--- src/rtl/muldiv_unit.sv ---
// rtl/muldiv_unit.sv - iterative RV32M multiply/divide unit, fixed 33-cycle latency
module muldiv_unit (
   input  logic        clk,
   input  logic        rst,
   input  logic        start,
   input  logic        kill,
   input  logic [2:0]  op,
   input  logic [31:0] src_a,
   input  logic [31:0] src_b,
   output logic        busy,
   output logic        done,
   output logic [31:0] result
);

   localparam logic [1:0] S_IDLE = 2'd0;
   localparam logic [1:0] S_CALC = 2'd1;
   localparam logic [1:0] S_FIX  = 2'd2;
   localparam logic [1:0] S_DONE = 2'd3;

   logic [1:0]  r_state;
   logic [5:0]  r_cnt;
   logic [2:0]  r_op;
   logic [31:0] r_b;       // multiplicand (mul) or divisor (div) magnitude
   logic [31:0] r_hi;      // product high half (mul) or partial remainder (div)
   logic [31:0] r_lo;      // multiplier/product low half (mul) or dividend/quotient (div)
   logic        r_neg;     // final negation required in FIX
   logic [31:0] r_result;

   logic        w_a_signed;
   logic        w_b_signed;
   logic        w_a_neg;
   logic        w_b_neg;
   logic [31:0] w_a_mag;
   logic [31:0] w_b_mag;
   logic        w_neg;
   logic [32:0] w_sum;
   logic [32:0] w_shift;
   logic [33:0] w_diff;
   logic [31:0] w_hi_nxt;
   logic [31:0] w_lo_nxt;
   logic [63:0] w_prod;
   logic [31:0] w_rem;
   logic [31:0] w_quo;
   logic [31:0] w_fix;

   // Operand sign decode and magnitudes at acceptance time
   always_comb begin
      w_a_signed = (op == 3'b001) || (op == 3'b010) || (op == 3'b100) || (op == 3'b110);
      w_b_signed = (op == 3'b001) || (op == 3'b100) || (op == 3'b110);
      w_a_neg    = w_a_signed & src_a[31];
      w_b_neg    = w_b_signed & src_b[31];
      w_a_mag    = w_a_neg ? (32'd0 - src_a) : src_a;
      w_b_mag    = w_b_neg ? (32'd0 - src_b) : src_b;
      // Divide-by-zero keeps the all-ones quotient unnegated; the remainder
      // magnitude is |a| and negating it for a negative dividend restores src_a.
      case (op)
         3'b001:  w_neg = w_a_neg ^ w_b_neg;
         3'b010:  w_neg = w_a_neg;
         3'b100:  w_neg = (w_a_neg ^ w_b_neg) & (src_b != 32'd0);
         3'b110:  w_neg = w_a_neg;
         default: w_neg = 1'b0;
      endcase
   end

   // One shift-add or restoring-divide step per CALC cycle
   always_comb begin
      w_sum   = {1'b0, r_hi} + (r_lo[0] ? {1'b0, r_b} : 33'd0);
      w_shift = {r_hi, r_lo[31]};
      w_diff  = {1'b0, w_shift} - {2'b00, r_b};
      if (r_op[2]) begin
         w_hi_nxt = w_diff[33] ? w_shift[31:0] : w_diff[31:0];
         w_lo_nxt = {r_lo[30:0], ~w_diff[33]};
      end else begin
         w_hi_nxt = w_sum[32:1];
         w_lo_nxt = {w_sum[0], r_lo[31:1]};
      end
   end

   // Sign fix-up and result selection, evaluated during FIX
   always_comb begin
      w_prod = r_neg ? (64'd0 - {r_hi, r_lo}) : {r_hi, r_lo};
      w_quo  = r_neg ? (32'd0 - r_lo) : r_lo;
      w_rem  = r_neg ? (32'd0 - r_hi) : r_hi;
      if (r_op[2])
         w_fix = r_op[1] ? w_rem : w_quo;
      else
         w_fix = (r_op[1:0] == 2'b00) ? w_prod[31:0] : w_prod[63:32];
   end

   // Control FSM, operand latch and iteration datapath
   always_ff @(posedge clk or posedge rst) begin
      if (rst) begin
         r_state  <= S_IDLE;
         r_cnt    <= 6'd0;
         r_op     <= 3'd0;
         r_b      <= 32'd0;
         r_hi     <= 32'd0;
         r_lo     <= 32'd0;
         r_neg    <= 1'b0;
         r_result <= 32'd0;
      end else if (kill) begin
         r_state <= S_IDLE;
      end else begin
         case (r_state)
            S_IDLE: begin
               if (start) begin
                  r_state <= S_CALC;
                  r_cnt   <= 6'd0;
                  r_op    <= op;
                  r_neg   <= w_neg;
                  r_hi    <= 32'd0;
                  r_b     <= op[2] ? w_b_mag : w_a_mag;
                  r_lo    <= op[2] ? w_a_mag : w_b_mag;
               end
            end
            S_CALC: begin
               r_hi  <= w_hi_nxt;
               r_lo  <= w_lo_nxt;
               r_cnt <= r_cnt + 6'd1;
               if (r_cnt == 6'd31)
                  r_state <= S_FIX;
            end
            S_FIX: begin
               r_result <= w_fix;
               r_state  <= S_DONE;
            end
            default: r_state <= S_IDLE;
         endcase
      end
   end

   assign busy   = (r_state == S_CALC) || (r_state == S_FIX);
   assign done   = (r_state == S_DONE);
   assign result = r_result;

endmodule

--- config.mk ---
export PLATFORM = sky130hd
export DESIGN_NAME = muldiv_unit
export DESIGN_NICKNAME = d
export VERILOG_FILES = /design/src/rtl/muldiv_unit.sv
export SDC_FILE = /design/constraint.sdc
export NUM_CORES = 1
export LEC_CHECK = 0
export CAP_MARGIN = 10
export CORE_MARGIN = 1.5
export CORE_UTILIZATION = 60
export CTS_BUF_LIST = sky130_fd_sc_hd__clkbuf_8 sky130_fd_sc_hd__clkbuf_16
export CTS_CLUSTER_SIZE = 20
export DETAILED_ROUTE_END_ITERATION = 8
export PLACE_DENSITY = 0.85
export REMOVE_ABC_BUFFERS = 1
export SYNTH_ARGS = -nofsm -noshare
export SYNTH_HDL_FRONTEND = slang
export SYNTH_SLANG_ARGS = --single-unit
--- constraint.sdc ---
create_clock -name clk -period 5.2 [get_ports clk]
set_input_delay 1.04 -clock clk [delete_from_list [all_inputs] [get_ports clk]]
set_output_delay 1.04 -clock clk [all_outputs]
set_load 0.02 [all_outputs]
* Yosys cells after proc, flatten, opt, wreduce, memory -nomap -nowiden
Cells that the tools add are included.
** Word-level totals
- Output and inout bits :: 34
- Register bits :: 140
- Word-level logic and storage cells :: 73
- Bits of input ports :: 71
** Cells by class
- Add/sub/neg operators :: 8
- Equality and inequality tests :: 11
- Mux-type cells :: 25
- Reduce and logical (&&, ||, !) cells :: 15
- Bitwise operators :: 6
** Operators by type and width (count)
- 32-bit two-way mux :: 15
- 32-bit case mux with 2 select lines :: 2
- 1-bit by 32-bit subtractor with 32-bit output, first input constant :: 4
- 64-bit two-way mux :: 1
- 1-bit by 64-bit subtractor with 64-bit output, first input constant :: 1
- 33-bit by 32-bit subtractor with 34-bit output :: 1
- 32-bit by 32-bit adder with 33-bit output :: 1
- 32-bit nonzero test :: 1
- 6-bit case mux with 2 select lines :: 1
- 6-bit by 1-bit adder with 6-bit output, second input constant :: 1
- 3-bit equality test, second input constant :: 2
- 6-bit by 5-bit equality test with 1-bit output, second input constant :: 1
- 1-bit logical OR :: 6
- 2-bit two-way mux :: 3
- 6-bit two-way mux :: 1
- 3-bit inequality test, second input constant :: 2
- 2-bit case mux with 3 select lines :: 1
- 3-bit AND reduction :: 2
- 2-bit equality test, second input constant :: 2
- 2-bit logical NOT :: 2
- 2-bit AND reduction :: 2
- 1-bit AND :: 3
- 3-bit by 1-bit equality test with 1-bit output, second input constant :: 1
- 3-bit by 2-bit equality test with 1-bit output, second input constant :: 1
- other kinds (7) :: 8

* Logic depth before layout (Yosys ltp)
- Word-level depth :: 9
- Mapped depth :: 15
- Gate-level depth less buffers :: 14

* Worst setup path after synthesis
Ideal clock, no wire load.
- Kind :: flip-flop to flip-flop
- From :: register r_lo[16]
- To :: register r_result[24], in the netlist result[24]
- Path slack :: 1.622 ns
- Data required time :: 5.075 ns
- Clock period less this slack :: 3.578 ns
- Buffers on the path :: 2
- Arrival time :: 3.453 ns
- Setup time :: 0.125 ns
- Stages on the path, launching flop included :: 12
- Cell sequence :: dfrtp_1 -> buf_6 -> or4_4 -> or4b_4 -> or4_4 -> or4b_1 -> buf_2 -> o31ai_4 -> xnor2_1 -> nor3b_1 -> a221oi_1 -> mux2_2
** On the way
- Longest elaborated chain between the ends :: 4
- Elaborated cells between the ends (all ways) :: 7
- Those cells by class :: 2 x add/sub; 5 x mux
** RTL lines
- from (decl) :: RTL line 25 : logic [31:0] r_lo;
- from (signal assigned) :: RTL line 113 : r_lo <= op[2] ? w_a_mag : w_b_mag;
- from (signal assigned) :: RTL line 118 : r_lo <= w_lo_nxt;
- 1-bit by 64-bit subtractor with 64-bit output or 1-bit by 32-bit subtractor with 32-bit output (tied branches) :: RTL line 81, 82
- 64-bit two-way mux or 32-bit two-way mux (tied branches) :: RTL line 81, 82
- 32-bit two-way mux, on equally long branches :: RTL line 87, 85
- 32-bit two-way mux * :: RTL line 84 : if (r_op[2])
- to (signal assigned) :: RTL line 124 : r_result <= w_fix;
- to (decl) :: RTL line 27 : logic [31:0] r_result;
Mark *: on every way between the ends. The rest lies on a longest branch, timed or not.
A chain may end at the register's enable or synchronous reset.

* Worst setup path in the final report
- From :: register r_lo[18]
- To :: register r_result[15], in the netlist result[15]
** On the way
- Longest elaborated chain between the ends :: 4
** RTL lines
- 1-bit by 64-bit subtractor with 64-bit output :: RTL line 81 : w_prod = r_neg ? (64'd0 - {r_hi, r_lo}) : {r_hi, r_lo};
- 64-bit two-way mux :: RTL line 81
- 32-bit two-way mux :: RTL line 87 : w_fix = (r_op[1:0] == 2'b00) ? w_prod[31:0] : w_prod[63:32];
- 32-bit two-way mux :: RTL line 84
No other way between the ends.

==> impl_results.md <==
* Status: finished clean
* TritonCTS Buffers at 17
* Antenna viol nets, final at 0
* Final Slew Violations at 0
* Ys Warns at 0
* Netlist cell types at 73
* Type of the worst setup path: reg -> reg
* Initial antenna violation count at 1
* Hold_sp: result[9]
* Period utilization at about four fifths
* Synthesis-to-layout area growth at 12.3%
* Tot GR Track Use at 38.3%
* Most common cell in the netlist: nand2_1
* Initial Util at approximately three fifths
* Clk root buf: clkbuf_16
* First-pass GRT wire length at 73.8 mm
* CP required at 5.52 ns
* Maximum vdd ir drop at 0.000347 V
* Post-CTS Setup Inserts at 0
* Max-Cap Viols at 0
* Reg-to-Reg Start: r_lo[18]
* Wirelength per Cell at 20.6 um
* H-tree lvl count at 4
* Cells after Synth at a little under 2000
* Final Util at roughly 70%
* Comb power frac at 66.7%
* Die Wd at 157 um
* Die area at 0.0247 mm2
* Number of flops mapped to enable cells by yosys at 0
* Post-synth top area share at 24.5%
* Die height at 157 um
* Synth Area per Inst at 7.38 um2
* Detailed Route WL at 47.0 mm
* Sw Pwr at just under 6000 uW
* Top FF cell, synth: dfrtp_1
* CP arrival at 4.49 ns
* Initial DRC Count at a little under 2000
* Number of global-route vias before repair at 13935
* N_diodes at 0
* Core ar. at 0.0234 mm2
* Share of layout cells above drive strength 1 at 5.03%
* CP Launch Point: r_lo[18]
* Mapped Area at 0.0143 mm2
* Sequential area share after synthesis at 24.5%
* Relative slew slack at 19.9%
* Worst-skew pair later-pin latency at 0.44 ns
* Num rows at 56
* Setup TNS at 0 ns
* CTS Hold Bufs at 0
* Worst Setup End Kind: register
* Area leader, netlist: dfrtp_1
* Fin crit period at 4.17 ns
* Buffers on Ports at roughly 100
* Synth top cells by count: 233 x nand2_1, 220 x nor2_1, 180 x a21oi_1
* Max Root-Sink Buffers at 2
* Clock transition at path regs at 0.06 ns
* CTS tree: built
* Flop pwr share at a little over a fifth
* I/O pin count at 105
* Final setup violation count at 0
* GR Overflow Total at 0
* Synthesized flop and latch total at 140
* Net switching fraction of the power at 53.0%
* Post-DP HPWL at 34.6 mm
* Unrepaired setup endpoints after global routing: false
* Top cells by area, synth: dfrtp_1 25%, xnor2_1 6.7%, ha_1 6.4%
* # nets final at ~2100
* Vias/cell at 6.66
* Total power draw at between 10000 and 15000 uW
* Crit path max fanout at 6
* Fmax at 0.240 GHz
* Residual DRC at 0
* Clock Power Share at 11.5%
* Async set or reset register ratio after synthesis at 100%
* Pin count of the biggest net entering global routing at roughly 110
* Vias at about 15000
* Pwr dens at roughly 700 mW/mm2
* GPL Wtd Cong at 0.985
* Worst clock skew at 0.0166 ns
* Fin. Hold Viols at 0
* CP startpoint kind: register
* Worst min-delay path class: reg -> reg
* Leakage at slightly below 0.007 uW
* Worst-margin pin slew at about 1.2 ns
* Total clock sinks at 140
* Internal Power at 5190 uW
* First-pass DRT Iterations at 6
* PostCTS Resize Cnt at 0
## through the flow
step / cells / hold WS [ns] / area (um2) / setup slack, ns
2_1_floorplan: 1809 / 0.450 / 13800 / 0.253
3_3_place_gp: 2255 / 0.462 / 15400 / 1.04
3_5_place_dp: 2255 / 0.470 / 15400 / 0.995
4_1_cts: 2287 / 0.483 / 16000 / 1.12
5_1_grt: 2287 / 0.497 / 16000 / 0.777
6_report: 2287 / 0.476 / 16000 / 1.03
## path summary, 6_finish.rpt
check                      slack, ns  depth (start not counted)         end
max                             1.03                          9  result[15]
min                             0.48                          2   result[9]
max reg2reg                     1.03                          9  result[15]
min reg2reg                     0.48                          2   result[9]
max in group asynchronous       3.04                          3     r_b[17]
min in group asynchronous       1.18                          2      r_b[4]
## registers in the layout, indices dropped and copies added, names as in the netlist
register  count
r_op          3
r_neg         1
r_b          32
r_state       2
r_cnt         6
r_lo         32
r_hi         32
result       32
## cells in the final DEF (no fill, tap or decap), types with 72 or more instances in the layout
| master | instances |
|---|---|
| a21oi_1 | 180 |
| clkdlybuf4s50_1 | 103 |
| dfrtp_1 | 138 |
| ha_1 | 73 |
| inv_1 | 72 |
| nand2_1 | 233 |
| nor2_1 | 218 |
| o21ai_0 | 175 |
| xnor2_1 | 109 |
| xor2_1 | 90 |
## area by class of cell
| cell class | instances | area, um2 |
|---|---|---|
| clock inverters | 15 | 175 |
| well taps | 319 | 399 |
| clock buffers | 17 | 425 |
| multi-input cells | 1596 | 10000 |
| inverters | 73 | 279 |
| flip-flops and latches | 140 | 3510 |
| fillers | 1923 | 7370 |
| repair buffers | 127 | 1210 |
## power by group through the flow
stage	combinational (uW)	sequential (uW)	clock [uW]
6_report	7360	2400	1270
5_1_grt	8040	2440	1310
4_1_cts	7190	2350	1260
3_5_place_dp	7120	2360	0
3_3_place_gp	6950	2330	0
2_1_floorplan	5040	2290	0
## logic make-up (layout without fill, tap and decap cells)
| group | count (synthesis) | count (layout) | synth area share (%) |
|---|---|---|---|
| AND/OR/NAND/NOR | 643 | 643 | 20.2 |
| adder cells (fa/ha/maj) | 75 | 75 | 6.68 |
| XOR/XNOR | 199 | 199 | 12.2 |
| flip-flops | 140 | 140 | 24.5 |
| AO/OA/AOI/OAI | 638 | 638 | 28.1 |
| multiplexers | 41 | 41 | 3.03 |
| buffers and inverters | 199 | 232 | 5.30 |
## critical path, stage by stage (launching register included)
cell and delay, ns:
dfrtp_1 0.46, or4_4 0.59, or4b_4 0.51, or4_4 0.54, nor4_2 0.50, a21oi_1 0.34, or3_1 0.42, a311oi_1 0.32
a211oi_1 0.15, a21o_1 0.23
## routing by layer
layer,routed length [um],GRT usage [%],up-vias
met4,3030,24.0,0
met2,20500,58.2,940
met3,4600,6.39,175
met1,18900,50.6,7150
met5,0,0,-
li1,-,-,6973
Power figures use the tool's default switching activity.
==> RTL change 1: new RTL, config.mk and constraints unchanged <==
Add an input register stage for `start`, `kill`, `op`, `src_a` and `src_b`, with the module's reset; this delays them by one clock.
--- a/src/rtl/muldiv_unit.sv
+++ b/src/rtl/muldiv_unit.sv
@@ -16,6 +16,28 @@
    localparam logic [1:0] S_CALC = 2'd1;
    localparam logic [1:0] S_FIX  = 2'd2;
    localparam logic [1:0] S_DONE = 2'd3;
+
+   logic start_q;
+   logic kill_q;
+   logic [2:0] op_q;
+   logic [31:0] src_a_q;
+   logic [31:0] src_b_q;
+
+   always_ff @(posedge clk or posedge rst) begin
+      if (rst) begin
+         start_q <= '0;
+         kill_q  <= '0;
+         op_q    <= '0;
+         src_a_q <= '0;
+         src_b_q <= '0;
+      end else begin
+         start_q <= start;
+         kill_q  <= kill;
+         op_q    <= op;
+         src_a_q <= src_a;
+         src_b_q <= src_b;
+      end
+   end
 
    logic [1:0]  r_state;
    logic [5:0]  r_cnt;
@@ -45,18 +67,18 @@
 
    // Operand sign decode and magnitudes at acceptance time
    always_comb begin
-      w_a_signed = (op == 3'b001) || (op == 3'b010) || (op == 3'b100) || (op == 3'b110);
-      w_b_signed = (op == 3'b001) || (op == 3'b100) || (op == 3'b110);
-      w_a_neg    = w_a_signed & src_a[31];
-      w_b_neg    = w_b_signed & src_b[31];
-      w_a_mag    = w_a_neg ? (32'd0 - src_a) : src_a;
-      w_b_mag    = w_b_neg ? (32'd0 - src_b) : src_b;
+      w_a_signed = (op_q == 3'b001) || (op_q == 3'b010) || (op_q == 3'b100) || (op_q == 3'b110);
+      w_b_signed = (op_q == 3'b001) || (op_q == 3'b100) || (op_q == 3'b110);
+      w_a_neg    = w_a_signed & src_a_q[31];
+      w_b_neg    = w_b_signed & src_b_q[31];
+      w_a_mag    = w_a_neg ? (32'd0 - src_a_q) : src_a_q;
+      w_b_mag    = w_b_neg ? (32'd0 - src_b_q) : src_b_q;
       // Divide-by-zero keeps the all-ones quotient unnegated; the remainder
       // magnitude is |a| and negating it for a negative dividend restores src_a.
-      case (op)
+      case (op_q)
          3'b001:  w_neg = w_a_neg ^ w_b_neg;
          3'b010:  w_neg = w_a_neg;
-         3'b100:  w_neg = (w_a_neg ^ w_b_neg) & (src_b != 32'd0);
+         3'b100:  w_neg = (w_a_neg ^ w_b_neg) & (src_b_q != 32'd0);
          3'b110:  w_neg = w_a_neg;
          default: w_neg = 1'b0;
       endcase
@@ -98,19 +120,19 @@
          r_lo     <= 32'd0;
          r_neg    <= 1'b0;
          r_result <= 32'd0;
-      end else if (kill) begin
+      end else if (kill_q) begin
          r_state <= S_IDLE;
       end else begin
          case (r_state)
             S_IDLE: begin
-               if (start) begin
+               if (start_q) begin
                   r_state <= S_CALC;
                   r_cnt   <= 6'd0;
-                  r_op    <= op;
+                  r_op    <= op_q;
                   r_neg   <= w_neg;
                   r_hi    <= 32'd0;
-                  r_b     <= op[2] ? w_b_mag : w_a_mag;
-                  r_lo    <= op[2] ? w_a_mag : w_b_mag;
+                  r_b     <= op_q[2] ? w_b_mag : w_a_mag;
+                  r_lo    <= op_q[2] ? w_a_mag : w_b_mag;
                end
             end
             S_CALC: begin
Behaviour: not the same (a bounded check fails within 4 cycles, from zero or initial values and one cycle with rst high).
==> RTL change 1 against the unedited design <==
Worst hold slack gained 0.0065 ns; total power grew 15%; final area grew 13%; sequential cell count grew 69; via count grew 0.42%; combinational power grew 9.5%; synthesized area grew 13%; wire length grew 11%; global-route usage shrank 0.53 points; worst setup slack lost 0.020 ns; maximum frequency shrank 0.48%; synthesized cell count grew 1.7%.
==> RTL change 1: results (changes against the unedited design) <==
** Routing
- The routed wirelength normalized by instance count was 22.3 um (was 20.6 um).
- First-pass detailed-route iteration total :: 5 (was 6)
- Iteration-0 DRC Markers :: 1532 (was 1950)
- Vias per Instance :: 6.54 (was 6.66)
- Via count :: 15300 (was 15200)

** CTS
- The latest clock arrival within the worst-skew pair was 0.55 ns (was 0.44 ns).
- CTS H-tree depth :: 1 (was 4)
- The number of instances resized during post-cts repair was 0 (unchanged).
- The largest buffer count on any clock path came to 3 (was 2).

** Power and ir drop
- The worst vdd rail ir drop came to 0.000398 V (was 0.000347 V).
- The leakage component of the power was 7.79 nW (was 6.74 nW).

** Place
- The final RePlAce weighted congestion came to 0.979 (was 0.985).
- The total placed cells including tap cells is 2297 (was 2255).
- # port buffers :: 104 (unchanged)
- Post-detailed-placement half-perimeter wirelength :: 38900 um (was 34600 um)

** Final layout
- The share of post-route cells with drive strength above 1 came to 0.0679 (was 0.0503).
- The filler cell count came to 2106 (was 1923).
- The total number of nets in the final design is 2134 (was 2101).

** Synth
- Post-synthesis average cell area :: 8.20 um^2 (was 7.38 um^2)
- Ranking of synthesized cells by area :: dfrtp_1 32%, xnor2_1 5.9%, a21oi_1 5.8% (was dfrtp_1 25%, xnor2_1 6.7%, ha_1 6.4%)
- Count of unique library cells instantiated by Yosys :: 76 (was 73)
- The sequential cell area fraction in the yosys report is 0.324 (was 0.245).
- Top post-synthesis cells by count: 209 x dfrtp_1, 193 x nand2_1, 190 x nor2_1 (was 233 x nand2_1, 220 x nor2_1, 180 x a21oi_1).

** Setup path
- The setup slack of the most critical reg-to-reg path was 1.01 ns (was 1.03 ns).
- The worst path arrival time came to 4.62 ns (was 4.49 ns).
- The reg-to-reg startpoint is r_hi[4]$_DFFE_PP0P_ (was r_lo[18]$_DFFE_PP0P_).
- The peak fanout along the critical path came to 28 (was 6).

** STA
- Headroom to the max-slew limit :: 0.328 (was 0.199)

** Global routing
- Aggregate global-route resource usage :: 0.378 (was 0.383)
- Antenna violations before repair :: 2 (was 1)
- The maximum number of pins on one net before global-route repair was 124 (was 106).
- The wire length of the first global-routing pass is 82100 um (was 73800 um).

** Status
- Run status :: finished, final reports clean (unchanged)
[RTL change 1: cell type report]
| class | instances | share of cell area |
|---|---|---|
| repair buffers | 131 | 0.0694 |
| clock buffers | 29 | 0.0370 |
| flip-flops and latches | 209 | 0.289 |
| clock inverters | 12 | 0.00740 |
| multi-input cells | 1557 | 0.560 |
| inverters | 65 | 0.0139 |
| well taps | 335 | 0.0232 |
[RTL change 1: layer usage]
| metal | vias up | global-route usage | wire length [um] |
|---|---|---|---|
| met2 | 770 | 0.606 | 23400 |
| met4 | 2 | 0.158 | 2290 |
| li1 | 7103 | - | - |
| met3 | 135 | 0.0894 | 4990 |
| met5 | - | 0 | 12 |
| met1 | 7292 | 0.489 | 21500 |
[RTL change 1: worst max-delay path, cell delays in order (launching register included)]
cell       delay (ns)
dfrtp_1          0.52
ha_1             0.44
o21ai_0          0.17
a2111oi_0        0.49
o31ai_1          0.25
nand2_1          0.15
a41oi_1          0.34
o21ai_4          0.85
buf_4            0.36
mux2i_1          0.23
a21oi_1          0.09
a21o_1           0.17
[RTL change 1: through the flow]
step                       util  instance area, um^2  setup slack (ns)  TNS [ns]  hold WS [ns]
after detailed placement  0.660                17300              1.23         0         0.469
after global routing      0.690                18100             0.860         0         0.511
final                     0.690                18100              1.01         0         0.483
after global placement    0.660                17300              1.33         0         0.462
after CTS                 0.690                18100              1.10         0         0.483
after floorplan               -                15600             -1.55   -323.78         0.450
[RTL change 1: logic make-up (layout without fill, tap and decap cells)]
logic type	Yosys count	after routing	synth area share
xor+xnor	205	205	0.111
buf+inv	201	237	0.0487
simple gates	576	576	0.167
compound gates	640	640	0.249
flops	209	209	0.324
fa+ha+maj	75	75	0.0591
mux	61	61	0.0410
[RTL change 1: power by group through the flow]
| stage | clock network (mW) | logic, mW | registers, mW |
|---|---|---|---|
| 5_1_grt | 1.80 | 8.76 | 3.03 |
| 3_5_place_dp | 0 | 7.81 | 2.95 |
| 6_report | 1.71 | 8.06 | 2.97 |
| 4_1_cts | 1.73 | 7.86 | 2.93 |
| 3_3_place_gp | 0 | 7.74 | 2.92 |
| 2_1_floorplan | 0 | 5.34 | 2.94 |
[RTL change 1: worst paths after layout]
| check | to | depth (start not counted) |
|---|---|---|
| worst min register to register | result[31]$_DFFE_PP0P_ | 2 |
| min in group asynchronous | src_b_q[3]$_DFF_PP0_ | 2 |
| worst min-delay path | result[31]$_DFFE_PP0P_ | 2 |
| worst max-delay path | r_hi[16]$_DFFE_PP0P_ | 11 |
| worst max register to register | r_hi[16]$_DFFE_PP0P_ | 11 |
| max in group asynchronous | r_b[11]$_DFFE_PP0P_ | 3 |
==> RTL change 2: new RTL, config.mk and constraints unchanged <==
Without the edit above. Register the outputs `busy` and `done`; this adds one clock of latency there. The other outputs are not delayed to match.
--- a/src/rtl/muldiv_unit.sv
+++ b/src/rtl/muldiv_unit.sv
@@ -129,8 +129,10 @@
       end
    end
 
-   assign busy   = (r_state == S_CALC) || (r_state == S_FIX);
-   assign done   = (r_state == S_DONE);
+   always_ff @(posedge clk) begin
+      busy <= (r_state == S_CALC) || (r_state == S_FIX);
+      done <= (r_state == S_DONE);
+   end
    assign result = r_result;
 
 endmodule
Function: changed (Yosys sat finds a counterexample within 4 cycles, from zero or initial values and one cycle with rst high).
==> RTL change 2 against the unedited design <==
First-iteration DRC count decreased by 6.8%; synthesized cell count about the same; total power increased by 5.7%; sequential cell count increased by 2; synthesized area increased by 1.2%; utilization increased by 0.55 points; wire length increased by 4.1%; final area increased by 1.4%; worst setup slack got worse by 0.24 ns; sequential share of layout area decreased by 0.072 points; maximum frequency decreased by 5.3%; critical path type unchanged; largest power group unchanged.
==> RTL change 2: results (changes against the unedited design) <==
** Synth
- Fraction of synthesized area in multiplexers :: 0.0483 (was 0.0303)
- The area share of xor/xnor cells in the synthesized design came to 0.115 (was 0.122).
- The share of synthesized flip-flops with an asynchronous set or reset is 0.986 (was 1.00).
- The synthesis warning total came to 0 (unchanged).
- Top post-synthesis cells by count :: 216 x nand2_1, 209 x nor2_1, 167 x a21oi_1, 167 x o21ai_0, 140 x dfrtp_1 (was 233 x nand2_1, 220 x nor2_1, 180 x a21oi_1)
- Area share of fa/ha/maj cells after synthesis :: 0.0660 (was 0.0668)
- The sequential cell area fraction in the yosys report came to 0.245 (about the same).
- Count of unique library cells instantiated by Yosys :: 74 (was 73)
- The instance count of the mapped netlist came to 1934 (was 1935).

** Global routing
- Via count of the first global-routing pass :: 14000 (was 13900)
- The total routing usage reported by global routing was 0.395 (was 0.383).
- Maximum number of pins on one net before global-route repair :: 86 (was 106)

** Power and ir drop
- P_leak :: 6.98 nW (was 6.74 nW)
- Largest voltage drop on the vdd net :: 0.000303 V (was 0.000347 V)

** Status
- Run status: finished, final reports clean (unchanged).

** STA
- Clock Skews :: 0.00976 ns (was 0.0166 ns)
- Headroom to the max-slew limit :: 0.314 (was 0.199)

** Routing
- First-pass detailed-route iteration total :: 7 (was 6)
- Routed wire length per instance :: 21.3 um (was 20.6 um)
- Final Routed Wirelength :: 48900 um (was 47000 um)
- Via count :: 15000 (was 15200)

** Place
- Post-detailed-placement half-perimeter wirelength :: 37500 um (was 34600 um)
- Routability Congestion :: 1.04 (was 0.985)
- The total placed cells including tap cells is 2263 (was 2255).
- The minimum setup slack after placement came to 0.949 ns (was 0.995 ns).

** Setup path
- Highest-delay cell along the critical path :: a31o_2 (was or4_4)
- Worst endpoint data arrival time :: 4.74 ns (was 4.49 ns)
- Critical-path maximum fanout :: 33 (was 6)

** Final layout
- Layout Nets :: 2109 (was 2101)
- The share of post-route cells with drive strength above 1 was 0.0607 (was 0.0503).
==> RTL change 2: changes by cell type after synthesis, moves of 10 or more <==
cell	change
nand4_1	+11
a21oi_1	-13
nand2_1	-17
a22o_1	-10
nor2_1	-11
xnor2_1	+10
a22oi_1	+16
xor2_1	-20
mux2i_1	+22
==> RTL change 2: logic make-up (layout without fill, tap and decap cells) <==
kind of cell,after synthesis,after routing
and+or+nand+nor,639,639
AOI/OAI and AO/OA,619,619
DFF,142,142
adders and majority gates,75,75
buffers and inverters,203,245
xor gates and xnor gates,189,189
muxes,67,67
==> RTL change 2: worst max-delay path: cells and delay by family, from the launching register on <==
kind                     cells  cell delay (ns)
AO/OA/AOI/OAI                6             2.46
flip-flops                   1             0.53
adder cells (fa/ha/maj)      1             0.42
buffers and inverters        1             0.32
AND/OR/NAND/NOR              2             0.30
multiplexers                 1             0.24
==> RTL change 2: final cells by class <==
| type | count | area, um^2 | area share |
|---|---|---|---|
| clock buffers | 17 | 425 | 0.0262 |
| clock inverters | 15 | 163 | 0.0100 |
| inverters | 74 | 283 | 0.0174 |
| multi-input cells | 1589 | 10100 | 0.624 |
| flip-flops and latches | 142 | 3550 | 0.218 |
| well taps | 319 | 399 | 0.0246 |
| repair buffers | 139 | 1300 | 0.0799 |
==> RTL change 2: routing by layer <==
metal,global-route usage,up-vias,wire length [um]
met5,0,-,0
met4,0.185,0,2450
met3,0.0747,150,5230
met2,0.610,916,21100
met1,0.533,6949,20200
li1,-,7016,-
==> RTL change 2: worst paths after layout <==
check | startpoint | end | slack, ns | cells after the start
max | r_hi[6]$_DFFE_PP0P_ | r_hi[3]$_DFFE_PP0P_ | 0.80 | 11
max reg2reg | r_hi[6]$_DFFE_PP0P_ | r_hi[3]$_DFFE_PP0P_ | 0.80 | 11
max in group asynchronous | rst | r_b[19]$_DFFE_PP0P_ | 3.20 | 3
min reg2reg | result[4]$_DFFE_PP0P_ | result[4]$_DFFE_PP0P_ | 0.48 | 2
min | result[4]$_DFFE_PP0P_ | result[4]$_DFFE_PP0P_ | 0.48 | 2
min in group asynchronous | rst | result[31]$_DFFE_PP0P_ | 1.10 | 2
==> RTL change 2: power by group <==
part | internal [mW] | total (mW) | switching (mW)
logic | 3.15 | 8.09 | 4.95
registers | 1.57 | 2.30 | 0.727
clock network | 0.715 | 1.27 | 0.555
==> RTL change 2: stage by stage <==
stage | total power, mW | cell area, um^2
after floorplan | 7.64 | 13900
after global placement | 9.93 | 15700
after detailed placement | 10.1 | 15700
after CTS | 11.4 | 16300
after global routing | 12.4 | 16300
final | 11.7 | 16300
